[config.mk]
export PLATFORM = sky130hd
export DESIGN_NAME = sram_port_master
export DESIGN_NICKNAME = d
export VERILOG_FILES = /design/src/rtl/sram_port_master.sv
export SDC_FILE = /design/constraint.sdc
export NUM_CORES = 1
export LEC_CHECK = 0
export CORE_MARGIN = 10
export CORE_UTILIZATION = 28
export CTS_CLUSTER_DIAMETER = 100
export DETAILED_ROUTE_END_ITERATION = 7
export PLACE_DENSITY = 0.52
export SYNTH_ARGS = -nofsm -noshare
export SYNTH_HDL_FRONTEND = slang
export SYNTH_SLANG_ARGS = --single-unit
[constraint.sdc]
create_clock -name clk0 -period 2.1 [get_ports clk0]
set_clock_uncertainty 0.1 [all_clocks]
set_input_delay 0.42 -clock clk0 [delete_from_list [all_inputs] [get_ports clk0]]
set_output_delay 0.42 -clock clk0 [all_outputs]
set_load 0.01 [all_outputs]
[src/rtl/sram_port_master.sv]
// Request/response front end for a single-port OpenRAM macro: issues registered
// macro accesses, captures read data two edges later and returns it in order.
module sram_port_master #(
   parameter int DATA_WIDTH = 32,
   parameter int ADDR_WIDTH = 7,
   parameter int RSP_DEPTH  = 4
) (
   input  logic                  clk0,
   input  logic                  rstb0,
   input  logic                  req_valid,
   output logic                  req_ready,
   input  logic                  req_we,
   input  logic [ADDR_WIDTH-1:0] req_addr,
   input  logic [DATA_WIDTH-1:0] req_wdata,
   output logic                  rsp_valid,
   input  logic                  rsp_ready,
   output logic [DATA_WIDTH-1:0] rsp_rdata,
   output logic                  csb0,
   output logic                  web0,
   output logic [ADDR_WIDTH-1:0] addr0,
   output logic [DATA_WIDTH-1:0] din0,
   input  logic [DATA_WIDTH-1:0] dout0
);

   localparam int PTR_W = $clog2(RSP_DEPTH);
   localparam int CNT_W = PTR_W + 1;

   logic [DATA_WIDTH-1:0] fifo_mem [RSP_DEPTH];
   logic [PTR_W-1:0]      wr_ptr;
   logic [PTR_W-1:0]      rd_ptr;
   logic [CNT_W-1:0]      fifo_cnt;
   logic [CNT_W-1:0]      credit_cnt;
   logic [CNT_W-1:0]      credit_next;
   logic                  tag_issue;
   logic                  tag_capture;
   logic                  accept;
   logic                  push;
   logic                  pop;

   assign accept    = req_valid && req_ready;
   assign push      = tag_capture;
   assign pop       = rsp_valid && rsp_ready;
   assign rsp_valid = (fifo_cnt != '0);
   assign rsp_rdata = rsp_valid ? fifo_mem[rd_ptr] : '0;

   // Credits count reads from acceptance until their response is popped, so the
   // hand-off from the tag pipe into the FIFO leaves the count unchanged.
   always_comb begin
      credit_next = credit_cnt;
      if (accept && !req_we)
         credit_next = credit_next + CNT_W'(1);
      if (pop)
         credit_next = credit_next - CNT_W'(1);
   end

   always_ff @(posedge clk0) begin
      if (!rstb0) begin
         csb0        <= 1'b1;
         web0        <= 1'b1;
         addr0       <= '0;
         din0        <= '0;
         req_ready   <= 1'b0;
         tag_issue   <= 1'b0;
         tag_capture <= 1'b0;
         credit_cnt  <= '0;
         fifo_cnt    <= '0;
         wr_ptr      <= '0;
         rd_ptr      <= '0;
      end else begin
         csb0 <= !accept;
         web0 <= !(accept && req_we);
         if (accept) begin
            addr0 <= req_addr;
            din0  <= req_wdata;
         end
         tag_issue   <= accept && !req_we;
         tag_capture <= tag_issue;
         credit_cnt  <= credit_next;
         req_ready   <= (credit_next < CNT_W'(RSP_DEPTH));
         if (push)
            wr_ptr <= wr_ptr + PTR_W'(1);
         if (pop)
            rd_ptr <= rd_ptr + PTR_W'(1);
         if (push && !pop)
            fifo_cnt <= fifo_cnt + CNT_W'(1);
         else if (!push && pop)
            fifo_cnt <= fifo_cnt - CNT_W'(1);
      end
   end

   // Storage needs no reset; occupancy alone decides what is valid.
   always_ff @(posedge clk0) begin
      if (rstb0 && push)
         fifo_mem[wr_ptr] <= dout0;
   end

endmodule

==> load_flow_metrics.sql <==
INSERT INTO impl_metrics (metric_group, metric, value, unit) VALUES
('status', 'run_status', 'finished with violations', ''),
('status', 'failed_checks', 'setup timing', ''),
('synthesis', 'synth_edf_count', '128', ''),
('layout', 'fillers', '2336', ''),
('synthesis', 'cells_taking_the_most_area_after_synthesis', 'sky130_fd_sc_hd__edfxtp_1 55%, sky130_fd_sc_hd__dfxtp_1 16%, sky130_fd_sc_hd__mux4_2 9.7%', ''),
('synthesis', 'synth_top_cell_area_share', '0.5509', ''),
('drt', 'drt-pass1-iter-count', '4', ''),
('timing', 'measured_slew_at_the_worst_slew_check_pin', '0.5243', 'ns'),
('pwr', 'power_frac_clock', '0.305', ''),
('grt', 'grt_antenna_before_repair', '1', ''),
('layout', 'final_layout_size_suffix_gt1_frac', '0.2570', ''),
('worst_setup_path', 'worstPathBufferInverterCount', '3', ''),
('layout', 'relative_area_change_from_synthesis_to_final_layout', '39.99', '%'),
('cts', 'worst_skew_pair.late_latency', '0.42', 'ns'),
('timing', 'timing.hold.ws', '0.3464', 'ns'),
('worst_setup_path', 'critical-path-max-stage-delay', '0.49', 'ns'),
('synthesis', 'yosys.area.top_type', 'sky130_fd_sc_hd__edfxtp_1', ''),
('timing', 'hold_violations', '0', ''),
('place', 'place_worst_setup_slack', '-0.2974', 'ns'),
('worst_setup_path', 'criticalPathCategory', 'reg -> out', ''),
('synthesis', 'ys_ff_latch', '184', ''),
('timing', 'number_of_setup_violations_in_the_final_report', '32', ''),
('floorplan', 'floorplan.initialDensity', '0.2860', ''),
('grt', 'grt_pass1_vias', '4762', ''),
('layout', 'postLayoutCellArea', '9767', 'um2'),
('drt', 'finalWirelength', '17.16', 'mm'),
('synthesis', 'ys_async_sr_fraction', '0', ''),
('place', 'placedCellCount', '930', ''),
('cts', 'root_buffer', 'sky130_fd_sc_hd__clkbuf_16', ''),
('synthesis', 'synth_flop_cell', 'sky130_fd_sc_hd__edfxtp_1', ''),
('drt', 'post_drt_via_cell_ratio', '4.393', ''),
('synthesis', 'ys.warnings.count', '0', ''),
('layout', 'fin_cells', '967', ''),
('floorplan', 'ios', '151', ''),
('pwr', 'netSwitchingFraction', '0.2834', ''),
('pwr', 'p_comb_frac', '0.284', ''),
('floorplan', 'coreArea', '24390', 'um2'),
('floorplan', 'die_w', '177.9', 'um'),
('synthesis', 'mappedNetlistArea', '6977', 'um2'),
('timing', 'timing.final.crit_share', '1.117', ''),
('pwr', 'power_per_cell_area', '1039', 'nW/um2'),
('timing', 'setup_slack', '-0.2461', 'ns'),
('worst_setup_path', 'timing.reg2reg.setup_slack', '0.02', 'ns'),
('grt', 'largest_net_degree_at_the_start_of_global_routing', '48', ''),
('place', 'place_hpwl', '11.71', 'mm'),
('worst_setup_path', 'critPathArrivalTime', '1.83', 'ns'),
('cts', 'ctsHtreeMaxLevel', '4', ''),
('layout', 'nets', '713', ''),
('worst_setup_path', 'kind_of_launch_point_of_the_worst_setup_path', 'register', ''),
('floorplan', 'die_area', '31630', 'um2'),
('synthesis', 'post_synth_num_cell_types', '27', ''),
('synthesis', 'synth.yosys.seq_area_share', '0.7116', ''),
('timing', 'max_slew_margin', '0.6505', ''),
('drt', 'drt_drc_violations_left', '0', ''),
('synthesis', 'synth_cells', '449', ''),
('cts', 'clk_path_buf_depth', '2', ''),
('min_path', 'worstHoldPathType', 'reg -> reg', ''),
('grt', 'grt.overflow.total', '0', ''),
('grt', 'grt_first_pass_wirelength', '27.20', 'mm'),
('worst_setup_path', 'crit_path_frequent_cell', 'sky130_fd_sc_hd__buf_6', ''),
('synthesis', 'netlist_top_cells_count', '128 x sky130_fd_sc_hd__edfxtp_1, 81 x sky130_fd_sc_hd__nand2_1, 56 x sky130_fd_sc_hd__dfxtp_1', ''),
('pwr', 'p_switching', '2.875', 'mW'),
('timing', 'rsz0062_at_grt', 'true', ''),
('worst_setup_path', 'critPathSlowestCell', 'sky130_fd_sc_hd__mux4_2', ''),
('cts', 'path_clk_slew', '0.07', 'ns'),
('place', 'dpl_cell_area', '9099', 'um2'),
('cts', 'tritoncts_num_sinks', '184', ''),
('worst_setup_path', 'cp.required', '1.58', 'ns'),
('pwr', 'internal_power', '7.270', 'mW'),
('pwr', 'power.sequential.fraction', '0.411', ''),
('worst_setup_path', 'critical_path.cell_chain', 'buf_6 -> buf_6 -> mux4_2 -> and2_4 -> buf_6', '');
[metrics by stage]
step | TNS, ns | util | total power, mW
floorplan | 0 | - | 5.589
CTS | -9.035 | 0.4007 | 10.35
finish | -6.421 | 0.4004 | 10.15
detailed placement | -7.357 | 0.3730 | 6.997
global placement | -5.807 | 0.3730 | 6.953
global route | -9.186 | 0.4003 | 10.70
[power by group through the flow]
stage	Combinational [mW]	Sequential, mW	Clock, mW
2_1_floorplan	1.31	4.28	0
3_3_place_gp	2.73	4.22	0
3_5_place_dp	2.76	4.24	0
4_1_cts	2.98	4.17	3.20
5_1_grt	3.17	4.20	3.34
6_report	2.88	4.17	3.09
[cells in the final DEF (no fill, tap or decap), types with 3 or more instances in the layout]
cell type,count
sky130_fd_sc_hd__clkdlybuf4s50_1,117
sky130_fd_sc_hd__buf_2,13
sky130_fd_sc_hd__xor2_1,6
sky130_fd_sc_hd__buf_12,10
sky130_fd_sc_hd__a21oi_1,40
sky130_fd_sc_hd__clkinv_4,3
sky130_fd_sc_hd__and2_1,14
sky130_fd_sc_hd__mux2i_1,6
sky130_fd_sc_hd__ha_1,6
sky130_fd_sc_hd__edfxtp_1,128
sky130_fd_sc_hd__dfxtp_1,53
sky130_fd_sc_hd__nand2_1,81
sky130_fd_sc_hd__mux4_2,32
sky130_fd_sc_hd__inv_1,6
sky130_fd_sc_hd__nor2_1,8
sky130_fd_sc_hd__clkbuf_16,17
sky130_fd_sc_hd__and3_2,4
sky130_fd_sc_hd__and2_4,20
sky130_fd_sc_hd__buf_6,28
sky130_fd_sc_hd__o21ai_0,3
sky130_fd_sc_hd__buf_4,18
sky130_fd_sc_hd__inv_8,6
[worst paths after layout]
kind,from,cells after the start,to
worst min-delay path,tag_issue,1,push
worst max-delay path,register,5,rsp_rdata[1]
worst max register to register,fifo_cnt[1],8,fifo_cnt[2]
worst min register to register,tag_issue,1,push
[timing repair]
item,CTS,global route
pin swaps,24,1
hold buffers,0,0
buffers inserted,5,1
setup endpoints to repair,34,33
cloned,1,0
resized for setup,182,14
[layer usage]
| metal | wire length [um] | GRT usage |
|---|---|---|
| met1 | 7406 | 0.1328 |
| met2 | 7822 | 0.1743 |
| met3 | 1832 | 0.06184 |
| met4 | 97 | 0.02501 |
| met5 | 0 | 0 |
[area by class of cell]
cell class / count / area [um2] / share of cell area
repair buffers: 187 / 1902 / 0.1947
inverters: 6 / 22.52 / 0.002306
clock buffers: 17 / 425.4 / 0.04356
well taps: 324 / 405.4 / 0.04151
flip-flops and latches: 184 / 4971 / 0.5090
diodes: 1 / 2.502 / 0.0002562
multi-input cells: 233 / 1886 / 0.1931
clock inverters: 15 / 152.6 / 0.01563
[flip-flops by register name, indices dropped and copies added, names as in the netlist, named ones only]
signal,count
addr0,7
credit_cnt,3
csb0,1
din0,32
fifo_cnt,3
fifo_mem,128
push,1
rd_ptr,2
req_ready,1
tag_issue,1
web0,1
wr_ptr,2
[worst register-to-register path, stage by stage (launching register included)]
cell and delay [ns]:
sky130_fd_sc_hd__dfxtp_2 0.33, sky130_fd_sc_hd__buf_6 0.12, sky130_fd_sc_hd__o31ai_4 0.26, sky130_fd_sc_hd__ha_2 0.23, sky130_fd_sc_hd__inv_1 0.05, sky130_fd_sc_hd__fa_2 0.33, sky130_fd_sc_hd__xor2_1 0.15, sky130_fd_sc_hd__or3_1 0.32
sky130_fd_sc_hd__a21oi_2 0.13
[logic make-up after synthesis]
| kind of cell | Yosys count | share of synthesized area |
|---|---|---|
| flops | 184 | 0.7116 |
| simple gates | 134 | 0.08841 |
| compound gates | 46 | 0.03587 |
| mux | 38 | 0.1130 |
| buf+inv | 32 | 0.02690 |
| fa+ha+maj | 8 | 0.01542 |
| xor+xnor | 7 | 0.008788 |
Power figures use the tool's default switching activity.
